`src/rtl/bellek_asamasi.sv`:
```
// Memory stage: data-memory request/response handshake, store lane masking, load extraction.
// Optional misaligned-access trap enabled by defining BELLEK_HIZALAMA_HATASI_EN.
`timescale 1ns/1ps
module bellek_asamasi #(
  parameter int ADRES_GENISLIGI = 32,
  parameter int VERI_GENISLIGI  = 32
) (
  input  logic                       clk_i,
  input  logic                       rst_i,
  input  logic                       durdur_i,
  input  logic [ADRES_GENISLIGI-1:0] bellek_adresi_i,
  input  logic [VERI_GENISLIGI-1:0]  bellek_veri_i,
  input  logic [2:0]                 load_save_buyrugu_i,
  input  logic                       bellekten_oku_i,
  input  logic                       bellege_yaz_i,
  input  logic [VERI_GENISLIGI-1:0]  hedef_yazmac_verisi_i,
  input  logic                       yazmaca_yaz_i,
  input  logic [4:0]                 hedef_yazmaci_i,
  output logic                       veri_bellek_istek_gecerli_o,
  input  logic                       veri_bellek_istek_hazir_i,
  output logic [ADRES_GENISLIGI-1:0] veri_bellek_adres_o,
  output logic                       veri_bellek_yaz_o,
  output logic [VERI_GENISLIGI-1:0]  veri_bellek_yaz_veri_o,
  output logic [3:0]                 veri_bellek_yaz_maske_o,
  input  logic [VERI_GENISLIGI-1:0]  veri_bellek_oku_veri_i,
  input  logic                       veri_bellek_oku_gecerli_i,
  output logic                       bellek_stall_o,
  output logic [VERI_GENISLIGI-1:0]  geri_yaz_verisi_o,
  output logic [4:0]                 geri_yaz_yazmaci_o,
  output logic                       geri_yaz_yazmaca_yaz_o,
  output logic                       hizalama_hatasi_o
);

  typedef enum logic [1:0] {
    BOSTA       = 2'b00,
    ISTEK       = 2'b01,
    YANIT_BEKLE = 2'b10,
    TAMAM       = 2'b11
  } durum_t;

  function automatic logic [3:0] maske_hesapla(input logic [2:0] tur, input logic [1:0] o);
    case (tur[1:0])
      2'b00:   return 4'b0001 << o;
      2'b01:   return o[1] ? 4'b1100 : 4'b0011;
      default: return 4'b1111;
    endcase
  endfunction

  function automatic logic [31:0] yaz_veri_hesapla(input logic [2:0] tur, input logic [31:0] d);
    case (tur[1:0])
      2'b00:   return {4{d[7:0]}};
      2'b01:   return {2{d[15:0]}};
      default: return d;
    endcase
  endfunction

  function automatic logic [31:0] yukleme_cikar(input logic [2:0] tur, input logic [1:0] o,
                                                input logic [31:0] w);
    logic [31:0] k;
    case (tur[1:0])
      2'b00:   k = w >> {o, 3'b000};
      2'b01:   k = w >> {o[1], 4'b0000};
      default: k = w;
    endcase
    case (tur[1:0])
      2'b00:   return tur[2] ? {24'h000000, k[7:0]} : {{24{k[7]}}, k[7:0]};
      2'b01:   return tur[2] ? {16'h0000, k[15:0]} : {{16{k[15]}}, k[15:0]};
      default: return k;
    endcase
  endfunction

  durum_t                       r_durum, w_sonraki;
  logic [ADRES_GENISLIGI-1:0]   r_adres;
  logic [2:0]                   r_tur;
  logic                         r_yaz, r_wen;
  logic [4:0]                   r_rd;
  logic [3:0]                   r_maske;
  logic [VERI_GENISLIGI-1:0]    r_yaz_veri, r_yuk, r_gy_veri;
  logic [4:0]                   r_gy_rd;
  logic                         r_gy_yaz, r_hiz;
  logic                         w_istek_var, w_hiz_hata, w_baslat, w_stall;

  assign w_istek_var = (r_durum == BOSTA) && !durdur_i && (bellekten_oku_i || bellege_yaz_i);

`ifdef BELLEK_HIZALAMA_HATASI_EN
  assign w_hiz_hata = w_istek_var &&
                      (((load_save_buyrugu_i[1:0] == 2'b01) && bellek_adresi_i[0]) ||
                       (load_save_buyrugu_i[1] && (bellek_adresi_i[1:0] != 2'b00)));
`else
  assign w_hiz_hata = 1'b0;
`endif

  // Reset is folded in so the stall cannot leak out while rst_i is held low.
  assign w_baslat = w_istek_var && !w_hiz_hata && rst_i;
  assign w_stall  = w_baslat || (r_durum == ISTEK) || (r_durum == YANIT_BEKLE);

  // State register
  always_ff @(posedge clk_i or negedge rst_i) begin
    if (!rst_i) r_durum <= BOSTA;
    else        r_durum <= w_sonraki;
  end

  // Next-state logic; an accepted handshake always runs to completion regardless of durdur_i
  always_comb begin
    w_sonraki = r_durum;
    case (r_durum)
      BOSTA:       if (w_baslat) w_sonraki = ISTEK; else w_sonraki = BOSTA;
      ISTEK:       if (veri_bellek_istek_hazir_i) w_sonraki = r_yaz ? TAMAM : YANIT_BEKLE;
                   else w_sonraki = ISTEK;
      YANIT_BEKLE: if (veri_bellek_oku_gecerli_i) w_sonraki = TAMAM; else w_sonraki = YANIT_BEKLE;
      TAMAM:       if (!durdur_i) w_sonraki = BOSTA; else w_sonraki = TAMAM;
      default:     w_sonraki = BOSTA;
    endcase
  end

  // Request latch at launch and load-data capture in YANIT_BEKLE
  always_ff @(posedge clk_i or negedge rst_i) begin
    if (!rst_i) begin
      r_adres <= '0; r_tur <= 3'b000; r_yaz <= 1'b0; r_wen <= 1'b0; r_rd <= 5'd0;
      r_maske <= 4'b0000; r_yaz_veri <= '0; r_yuk <= '0;
    end else begin
      if (w_baslat) begin
        r_adres    <= bellek_adresi_i;
        r_tur      <= load_save_buyrugu_i;
        r_yaz      <= bellege_yaz_i;
        r_wen      <= yazmaca_yaz_i;
        r_rd       <= hedef_yazmaci_i;
        r_maske    <= maske_hesapla(load_save_buyrugu_i, bellek_adresi_i[1:0]);
        r_yaz_veri <= yaz_veri_hesapla(load_save_buyrugu_i, bellek_veri_i);
      end
      if ((r_durum == YANIT_BEKLE) && veri_bellek_oku_gecerli_i)
        r_yuk <= yukleme_cikar(r_tur, r_adres[1:0], veri_bellek_oku_veri_i);
    end
  end

  // Write-back registers; frozen while durdur_i is high
  always_ff @(posedge clk_i or negedge rst_i) begin
    if (!rst_i) begin
      r_gy_veri <= '0; r_gy_rd <= 5'd0; r_gy_yaz <= 1'b0; r_hiz <= 1'b0;
    end else if (!durdur_i) begin
      r_hiz <= 1'b0;
      if (w_stall) begin
        r_gy_yaz <= 1'b0;
      end else if (r_durum == TAMAM) begin
        if (r_yaz) begin
          r_gy_yaz <= 1'b0;
        end else begin
          r_gy_veri <= r_yuk;
          r_gy_rd   <= r_rd;
          r_gy_yaz  <= r_wen;
        end
      end else if (w_hiz_hata) begin
        r_gy_yaz <= 1'b0;
        r_hiz    <= 1'b1;
      end else begin
        r_gy_veri <= hedef_yazmac_verisi_i;
        r_gy_rd   <= hedef_yazmaci_i;
        r_gy_yaz  <= yazmaca_yaz_i;
      end
    end
  end

  assign veri_bellek_istek_gecerli_o = (r_durum == ISTEK);
  assign veri_bellek_adres_o         = {r_adres[ADRES_GENISLIGI-1:2], 2'b00};
  assign veri_bellek_yaz_o           = r_yaz;
  assign veri_bellek_yaz_veri_o      = r_yaz_veri;
  assign veri_bellek_yaz_maske_o     = r_maske;
  assign bellek_stall_o              = w_stall;
  assign geri_yaz_verisi_o           = r_gy_veri;
  assign geri_yaz_yazmaci_o          = r_gy_rd;
  assign geri_yaz_yazmaca_yaz_o      = r_gy_yaz;
  assign hizalama_hatasi_o           = r_hiz;

endmodule

```
`config.mk`:
```
export PLATFORM = sky130hd
export DESIGN_NAME = bellek_asamasi
export DESIGN_NICKNAME = d
export VERILOG_FILES = /design/src/rtl/bellek_asamasi.sv
export SDC_FILE = /design/constraint.sdc
export NUM_CORES = 1
export LEC_CHECK = 0
export CAP_MARGIN = 40
export CORE_AREA = 5 5 155 127
export DETAILED_ROUTE_END_ITERATION = 16
export DIE_AREA = 0 0 160 132
export PLACE_DENSITY_LB_ADDON = 0.1
export SLEW_MARGIN = 20
export SYNTH_ARGS = -nofsm -noshare
export SYNTH_HDL_FRONTEND = slang
export SYNTH_SLANG_ARGS = --single-unit
```
`constraint.sdc`:
```
create_clock -name clk_i -period 1.9 [get_ports clk_i]
set_clock_uncertainty 0.2 [all_clocks]
set_input_delay 0.285 -clock clk_i [delete_from_list [all_inputs] [get_ports clk_i]]
set_output_delay 0.285 -clock clk_i [all_outputs]
set_load 0.02 [all_outputs]
```
==> results of run 1 <==
==> worst paths after layout <==
check                                        from                               end  slack [ns]  cells after the start
max in group asynchronous                   rst_i              r_durum[1]$_DFF_PN0_        0.27                      4
min in group asynchronous                   rst_i  geri_yaz_verisi_o[0]$_DFFE_PN0P_        0.30                      3
setup / recovery             r_durum[0]$_DFF_PN0_                    bellek_stall_o       -0.12                      4
hold reg to reg            r_adres[2]$_DFFE_PN0P_            r_adres[2]$_DFFE_PN0P_        0.27                      2
hold / removal                bellek_adresi_i[29]           r_adres[29]$_DFFE_PN0P_        0.18                      3
setup reg to reg             r_tur[0]$_DFFE_PN0P_             r_yuk[16]$_DFFE_PN0P_       -0.06                      6
==> worst reg2reg max path, stage by stage (launching register included) <==
cell,delay (ns)
dfrtp_2,0.45
or3_4,0.39
a211oi_4,0.27
a311oi_4,0.14
buf_4,0.17
buf_12,0.14
a21oi_2,0.12
==> power groups by stage <==
stage                     registers [uW]  logic [uW]  clock network (uW)
after floorplan                     6420        4300                   0
after global placement              5680        8550                   0
after detailed placement            5700        8630                   0
after CTS                           5680        8630                3850
after global routing                5890       10200                4000
final                               5690        9480                3770
==> cell type report <==
| type | instances | area [um2] | area share (%) |
|---|---|---|---|
| sequential | 150 | 3760 | 33.0 |
| clock buffer | 17 | 425 | 3.74 |
| tap | 230 | 288 | 2.53 |
| multi-input combinational | 539 | 3250 | 28.6 |
| clock inverter | 14 | 224 | 1.97 |
| timing repair buffer | 324 | 3410 | 30.0 |
| inverter | 5 | 18.8 | 0.165 |
==> per-stage QoR <==
stage / cells / hold WS, ns
floorplan: 779 / -0.211
global placement: 1224 / 0.116
detailed placement: 1224 / 0.115
CTS: 1266 / 0.162
global route: 1279 / 0.166
finish: 1279 / 0.180
==> flip-flops by register name, indices dropped and copies added (netlist names) <==
signal	cells
geri_yaz_yazmaci_o	5
veri_bellek_yaz_o	1
r_tur	3
r_wen	1
r_durum	2
r_adres	32
veri_bellek_yaz_maske_o	4
veri_bellek_yaz_veri_o	32
geri_yaz_yazmaca_yaz_o	1
r_yuk	32
r_rd	5
geri_yaz_verisi_o	32
==> kinds of logic after synthesis <==
logic type             count (synthesis)  share of synthesized area [%]
other                                  1                         0.0518
muxes                                 71                           9.86
DFF                                  150                           51.8
and+or+nand+nor                      311                           17.4
AOI/OAI and AO/OA                    154                           13.6
buffers and inverters                 90                           7.27
==> routing by layer <==
layer,wire length [um],GRT usage (%),vias up
met3,2150,8.47,27
li1,-,-,3091
met1,10200,28.1,3095
met5,0,0,-
met4,324,6.16,0
met2,11000,31.6,246
==> synthesized netlist by cell type (all sizes together) <==
master | n | area [um2]
a22o | 7 | 61.3
nand3 | 8 | 40.0
a221o | 2 | 20.0
nand4b | 1 | 8.76
a2111oi | 1 | 15.0
a31oi | 6 | 37.5
a211o | 8 | 70.1
nand3b | 2 | 15.0
a22oi | 6 | 45.0
o211ai | 1 | 7.51
mux2 | 3 | 33.8
clkbuf | 19 | 71.3
a211oi | 1 | 12.5
o21bai | 1 | 7.51
buf | 66 | 437
nand2 | 200 | 751
nor2b | 2 | 12.5
a32o | 1 | 10.0
a21o | 4 | 30.0
a21oi | 79 | 433
dfrtp | 150 | 3750
o31ai | 7 | 52.6
o21ai | 28 | 140
a311oi | 1 | 26.3
a221oi | 1 | 15.0
nand2b | 6 | 37.5
nor2 | 83 | 312
and2 | 1 | 6.26
mux2i | 68 | 681
inv | 5 | 18.8
or3 | 1 | 6.26
nor4b | 2 | 38.8
and3b | 1 | 8.76
or2 | 2 | 12.5
nand4 | 1 | 6.26
conb | 1 | 3.75
nor3b | 1 | 7.51
==> repair_timing <==
| action | 4_1_cts | 5_1_grt |
|---|---|---|
| setup buffers | 9 | 4 |
| setup endpoints to repair | 116 | 160 |
| hold buffers | 1 | 0 |
| endpoints found under the hold margin | 22 | 0 |
| resized for setup | 95 | 98 |
| cloned | 1 | 10 |
| pin swaps | 3 | 8 |
==> flow_metrics.tcl, run 1 <==
set metrics [dict create \
    status "finished with violations" \
    failed_checks "setup timing" \
    path_buf_inv 1 \
    postSynthAreaPerCell_um2 9.32 \
    overflow 0 \
    num_vias 6459 \
    cp.arrival_ns 1.54 \
    cts_tree "yes" \
    synth_warnings 0 \
    cts.sinks 150 \
    hold_class "in2reg" \
    syn_to_final_growth_pct 57.0 \
    gp_congestion 0.808 \
    fin_area_um2 11400 \
    antenna_cells 0 \
    wl_mm 23.7 \
    p_per_area_nw_per_um2 1660 \
    dp_slack_ns -0.513 \
    cts_buffers 17 \
    fin_ws_ns -0.120 \
    period_minus_slack_ns 2.02 \
    period_share_pct 106 \
    nFillCells 1510 \
    drv_cap 0 \
    drive_gt1_share_pct 18.2 \
    syn_area_um2 7240 \
    required_ns 1.41 \
    slew_violations 0 \
    path_class "reg2out" \
    synthDistinctLibCells 42 \
    p_comb_share_pct 50.1 \
    clkTransAtPathRegs_ns 0.06 \
    power_frac_seq_pct 30.0 \
    setup_tns_ns -0.891 \
    hold_viol 0 \
    pin_count 254 \
    grt_max_degree 85 \
    maxSlewHeadroom_pct 57.8 \
    cp_top_family "simple AND/OR/NAND/NOR gates" \
    ir_drop_mv 0.816 \
    antenna_found_initial 0 \
    yosysSeqAreaShare_pct 51.8 \
    path_max_fanout 2 \
    timing.fmax_mhz 495 \
    power.switching_uw 7470 \
    final_util_pct 63.6 \
    final_common_cell "nand2_1" \
    finalSetupViolCount 39 \
    synthCells 777 \
    nets 1181 \
    core_area_um2 17900 \
    io_buffers 250 \
    dr.pass1.iters 7 \
    ant_nets 0 \
    initial_core_util_pct 40.5 \
    p_int_uw 11500 \
    total_power_uw 18900 \
    die_w_um 160 \
    worst_setup_path_start_kind "flip-flop" \
    tightestPinTransition_ns 0.633 \
    slowest_delay_ns 0.41 \
    viasPerCell 5.05 \
    track_usage_pct 21.0 \
    wl_per_cell_um 18.5 \
    crit_chain "nor4b_4 > and2_4 > a21o_1 > buf_6" \
    slowest_stage "dfrtp_1" \
    hpwl_mm 15.8 \
    drc 0 \
    power_leakage_uw 0.00562 \
    clkPwrFrac_pct 19.9 \
    clock_latency_ns 0.43 \
    cts-root-buf "clkbuf_16" \
    grt_pass1_wl_mm 35.6 \
    die_area_um2 21100 \
    htreeDepth 4 \
    drt_iter0_drc 318 \
    most-common-layout-cells "nand2_1 (198), clkdlybuf4s50_1 (149), dfrtp_1 (146)" \
    grt_pass1_vias 6447 \
    yosys_register_bits 150 \
    dpl_cell_area_um2 10000 \
    swShare_pct 39.4 \
    worstSetupEndpointType "primary output" \
    die_h_um 132 \
    ctsLongestPathBuffers 2 \
    rows 44 \
    rsz0062_at_grt "true" \
]
Power figures use the tool's default switching activity.
==> run 2: changes to the inputs <==
CORE_AREA = 2 2 152 124   (was 5 5 155 127)
CTS_CLUSTER_SIZE = 10   (was not set)
DIE_AREA = 0 0 154 126   (was 0 0 160 132)
PLACE_DENSITY = 0.74   (was not set)
PLACE_DENSITY_LB_ADDON = not set   (was 0.1)
==> run 2 against run 1 <==
  * The run still ends with setup timing left
  * Register-to-register slack got worse by 0.02 ns
  * Total power decreased by 0.12%
  * First-iteration DRC count up 20%
  * Critical path type unchanged
==> flow_metrics.tcl, run 2 (synthesized netlist as in run 1, its figures left out) <==
set metrics [dict create \
    status "finished with violations" \
    failed_checks "setup timing" \
    period_share_pct 105 \
    hold_class "in2async" \
    io_buffers 250 \
    placedCellCount 1226 \
    fin_ws_ns -0.101 \
    htreeDepth 4 \
    crit_chain "buf_6 > or2_4 > a21o_1 > buf_6" \
    power.switching_uw 7650 \
    clock_latency_ns 0.42 \
    grt_pass1_vias 6614 \
    rows 44 \
    drive_gt1_share_pct 19.1 \
    gp_congestion 0.853 \
    p_comb_share_pct 52.4 \
    grt_pass1_wl_mm 35.0 \
    clkTransAtPathRegs_ns 0.06 \
    syn_to_final_growth_pct 59.2 \
    drt_iter0_drc 382 \
    slowest_delay_ns 0.42 \
    timing.fmax_mhz 500 \
    cpMostUsedCell "buf_6" \
    setup_tns_ns -2.18 \
    cp.arrival_ns 1.52 \
    multi_input_area_um2 3310 \
    ctsLongestPathBuffers 2 \
    die_w_um 154 \
    nets 1185 \
    rsz0062_at_grt "true" \
    cts_tree "yes" \
    slew_violations 0 \
    cp_top_family "flip-flops" \
    antenna_found_initial 0 \
    pin_count 254 \
    hold_viol 0 \
    drv_cap 0 \
    required_ns 1.41 \
    most-common-layout-cells "nand2_1 (198), clkdlybuf4s50_1 (154), dfrtp_1 (148)" \
    overflow 0 \
    grt_max_degree 150 \
    maxSlewHeadroom_pct 37.1 \
    worst_setup_path_start_kind "flip-flop" \
    worstSetupEndpointType "primary output" \
    period_minus_slack_ns 2.00 \
    antenna_cells 0 \
    track_usage_pct 23.2 \
    path_buf_inv 2 \
    die_area_um2 19400 \
    wl_per_cell_um 18.4 \
    cts_buffers 17 \
    clkPwrFrac_pct 17.6 \
    power_frac_seq_pct 30.0 \
    num_vias 6598 \
    initial_core_util_pct 40.5 \
    core_area_um2 17900 \
    slowest_stage "dfrtp_1" \
    swShare_pct 40.5 \
    cts-root-buf "clkbuf_16" \
    dr.pass1.iters 4 \
    path_max_fanout 3 \
    ir_drop_mv 0.788 \
    die_h_um 126 \
    ant_nets 0 \
    nFillCells 1401 \
    cts.sinks 150 \
    power_leakage_uw 0.00578 \
    regArea_um2 3760 \
    final_cells 1284 \
    total_power_uw 18900 \
    wl_mm 23.7 \
    drc 0 \
    p_per_area_nw_per_um2 1640 \
    viasPerCell 5.14 \
    tightestPinTransition_ns 0.944 \
    path_class "reg2out" \
    finalSetupViolCount 42 \
    hpwl_mm 15.3 \
    p_int_uw 11300 \
    final_common_cell "nand2_1" \
]
run 2: cell types whose count changed in the layout (fill, tap and decap cells not counted), sizes merged, moves of 3 or more:
cell / previous run / this run
dlymetal6s2s: 40 / 57
bufinv: 5 / 1
clkinv: 1 / 4
clkdlybuf4s50: 149 / 154
clkbuf: 23 / 27
dlygate4sd2: 58 / 36
run 2: power by group through the flow:
stage	sequential, uW	clock (uW)	combinational [uW]
after floorplan	6420	0	4300
after global routing	5840	3520	10600
final	5670	3330	9910
after global placement	5680	0	8400
after detailed placement	5710	0	8570
after CTS	5670	3390	9070
run 2: worst paths after layout:
path / start / to / slack, ns / cells past startpoint
setup / recovery: r_durum[0]$_DFF_PN0_ / bellek_stall_o / -0.10 / 4
hold / removal: rst_i / geri_yaz_verisi_o[8]$_DFFE_PN0P_ / 0.11 / 3
setup reg to reg: r_durum[0]$_DFF_PN0_ / geri_yaz_verisi_o[3]$_DFFE_PN0P_ / -0.08 / 7
hold reg to reg: r_adres[31]$_DFFE_PN0P_ / r_adres[31]$_DFFE_PN0P_ / 0.27 / 2
max in group asynchronous: rst_i / r_tur[0]$_DFFE_PN0P_ / 0.28 / 4
min in group clk_i: bellek_adresi_i[10] / r_adres[10]$_DFFE_PN0P_ / 0.18 / 3
run 2: area by class of cell:
type | count | area share [%]
inverters | 5 | 0.163
repair buffers | 328 | 31.1
clock inverters | 13 | 1.05
well taps | 230 | 2.49
multi-input cells | 539 | 28.7
flip-flops and latches | 150 | 32.6
clock buffers | 19 | 3.93
run 2: layer usage:
layer | vias to the layer above | global-route usage [%] | routed length (um)
li1 | 3111 | - | -
met1 | 3184 | 28.9 | 9640
met2 | 269 | 38.3 | 11300
met3 | 34 | 8.05 | 2210
met4 | 0 | 6.71 | 550
met5 | - | 0 | 0
run 2: through the flow:
stage / util [%] / worst slack (ns) / hold WS, ns / area (um2)
after floorplan: - / 0.00820 / -0.211 / 7250
after global placement: 56.3 / -0.491 / -0.0178 / 10100
after detailed placement: 56.3 / -0.481 / -0.0185 / 10100
after CTS: 61.2 / -0.115 / 0.0799 / 11000
after global routing: 64.5 / -0.163 / 0.101 / 11500
final: 64.5 / -0.101 / 0.110 / 11500
run 2: worst min-delay path: cells and delay by family:
family	cells	cell delay (ns)
buffers and inverters	3	0.77
run 2: timing repair:
action | 4_1_cts | 5_1_grt
buffers inserted | 15 | 3
hold buffers | 1 | 0
cloned | 4 | 6
endpoints found under the hold margin | 102 | 0
resized for setup | 74 | 133
pin swaps | 7 | 5
endpoints found under the setup margin | 93 | 180
==> run 3: changes to the inputs <==
ABC_AREA = 0   (was not set)
CORE_AREA = 2 2 144 118   (was 2 2 152 124)
CTS_CLUSTER_DIAMETER = 150   (was not set)
DIE_AREA = 0 0 146 120   (was 0 0 154 126)
DONT_BUFFER_PORTS = 1   (was not set)
PLACE_DENSITY = 0.6   (was 0.74)
==> run 3 against run 2 <==
  * The run ends with hold timing, setup timing left
  * Highest routed layer unchanged
  * Combinational power fell by 44%
  * Critical path depth shrank 1
  * Total power down 13%
  * First-iteration DRC count unchanged
  * Non-clock buffer count decreased by 136
==> flow_metrics.tcl, run 3 (synthesized netlist as in run 1, its figures left out) <==
set metrics [dict create \
    status "finished with violations" \
    grt_max_degree 152 \
    p_per_area_nw_per_um2 1680 \
    core_area_um2 16200 \
    hold_class "in2async" \
    swShare_pct 42.2 \
    wl_per_cell_um 20.6 \
    p_int_uw 9520 \
    path_max_fanout 4 \
    io_buffers 0 \
    fin_ws_ns -0.0244 \
    cp.arrival_ns 1.44 \
    ant_nets 0 \
    slowest_delay_ns 0.43 \
    wl_mm 23.4 \
    antenna_found_initial 0 \
    drv_cap 0 \
    placedCellCount 947 \
    clkPwrFrac_pct 21.6 \
    cts-root-buf "clkbuf_16" \
    drc 0 \
    most-common-layout-cells "nand2_1 (198), dfrtp_1 (146), dlygate4sd3_1 (142)" \
    dr.pass1.iters 5 \
    path_buf_inv 0 \
    track_usage_pct 24.1 \
    num_vias 6197 \
    antenna_cells 0 \
    die_w_um 146 \
    cts_tree "yes" \
    maxSlewHeadroom_pct 62.2 \
    tightestPinTransition_ns 0.567 \
    cp_top_family "simple AND/OR/NAND/NOR gates" \
    worstSetupEndpointType "primary output" \
    drive_gt1_share_pct 14.3 \
    hold_slack_ns -0.639 \
    hpwl_mm 13.1 \
    overflow 0 \
    power_leakage_uw 0.00455 \
    gp_congestion 0.861 \
    path_class "reg2out" \
    required_ns 1.41 \
    regArea_um2 3760 \
    initial_core_util_pct 44.8 \
    ctsLongestPathBuffers 2 \
    finalSetupViolCount 19 \
    power.switching_uw 6950 \
    slowest_stage "dfrtp_2" \
    cts_buffers 17 \
    ir_drop_mv 0.702 \
    worst_setup_path_start_kind "flip-flop" \
    die_area_um2 17500 \
    nFillCells 1334 \
    period_minus_slack_ns 1.92 \
    slew_violations 0 \
    final_cells 1138 \
    clock_latency_ns 0.42 \
    dp_slack_ns -0.0266 \
    final_common_cell "nand2_1" \
    grt_pass1_wl_mm 33.1 \
    htreeDepth 4 \
    crit_chain "nor4b_4 > and2_4 > a21o_4" \
    power_frac_seq_pct 44.4 \
    clkTransAtPathRegs_ns 0.06 \
    syn_to_final_growth_pct 35.5 \
    period_share_pct 101 \
    drt_iter0_drc 382 \
    multi_input_area_um2 3120 \
    hold_viol 150 \
    rsz0062_at_grt "true" \
    nets 1049 \
    timing.fmax_mhz 520 \
    grt_pass1_vias 6168 \
    cts.sinks 150 \
    die_h_um 120 \
    rows 42 \
    pin_count 254 \
    failed_checks "hold timing, setup timing" \
    setup_tns_ns -0.237 \
    p_comb_share_pct 33.9 \
    viasPerCell 5.45 \
]
[run 3: metal layers]
metal / track usage, % / vias up / wire length (um)
met5: 0 / - / 0
met4: 8.74 / 0 / 644
met3: 7.64 / 44 / 2140
met2: 40.8 / 301 / 11600
met1: 29.1 / 3027 / 9020
li1: - / 2825 / -
[run 3: worst paths after layout]
check | from | cells past startpoint | endpoint | slack [ns]
max | r_durum[0]$_DFF_PN0_ | 3 | bellek_stall_o | -0.02
min | rst_i | 0 | geri_yaz_verisi_o[6]$_DFFE_PN0P_ | -0.64
max reg2reg | r_durum[1]$_DFF_PN0_ | 6 | geri_yaz_verisi_o[29]$_DFFE_PN0P_ | -0.02
min reg2reg | r_rd[4]$_DFFE_PN0P_ | 2 | r_rd[4]$_DFFE_PN0P_ | 0.27
max in group asynchronous | rst_i | 0 | veri_bellek_yaz_veri_o[3]$_DFFE_PN0P_ | 1.95
min in group clk_i | veri_bellek_oku_veri_i[29] | 3 | r_yuk[13]$_DFFE_PN0P_ | 0.01
[run 3: repair_timing]
item,in CTS,in global routing
buffers inserted,4,3
pin swaps,1,4
hold buffers,142,1
gates resized for setup,10,43
cloned,0,9
endpoints found under the setup margin,17,103
hold endpoints to repair,300,152
[run 3: cell type report]
cell class              count  area share (%)
well taps                 220            2.80
repair buffers            192            20.6
flip-flops and latches    150            38.3
clock buffers              20            4.75
multi-input cells         539            31.7
inverters                   5           0.191
clock inverters            12            1.66
[run 3: through the flow]
step	utilization, %	cell area (um2)	total power (uW)	hold slack [ns]
detailed placement	45.4	7350	11700	-0.207
finish	60.7	9820	16500	-0.639
CTS	58.4	9460	15700	-0.657
global placement	45.4	7350	11500	-0.206
floorplan	-	7250	10700	-0.211
global route	60.7	9820	17400	-0.664
[run 3: power groups by stage]
stage               logic, uW  registers [uW]  clock network, uW
floorplan                4300            6420                  0
global placement         4200            7260                  0
detailed placement       4430            7270                  0
CTS                      4790            7270               3650
global route             6100            7490               3800
finish                   5590            7320               3570
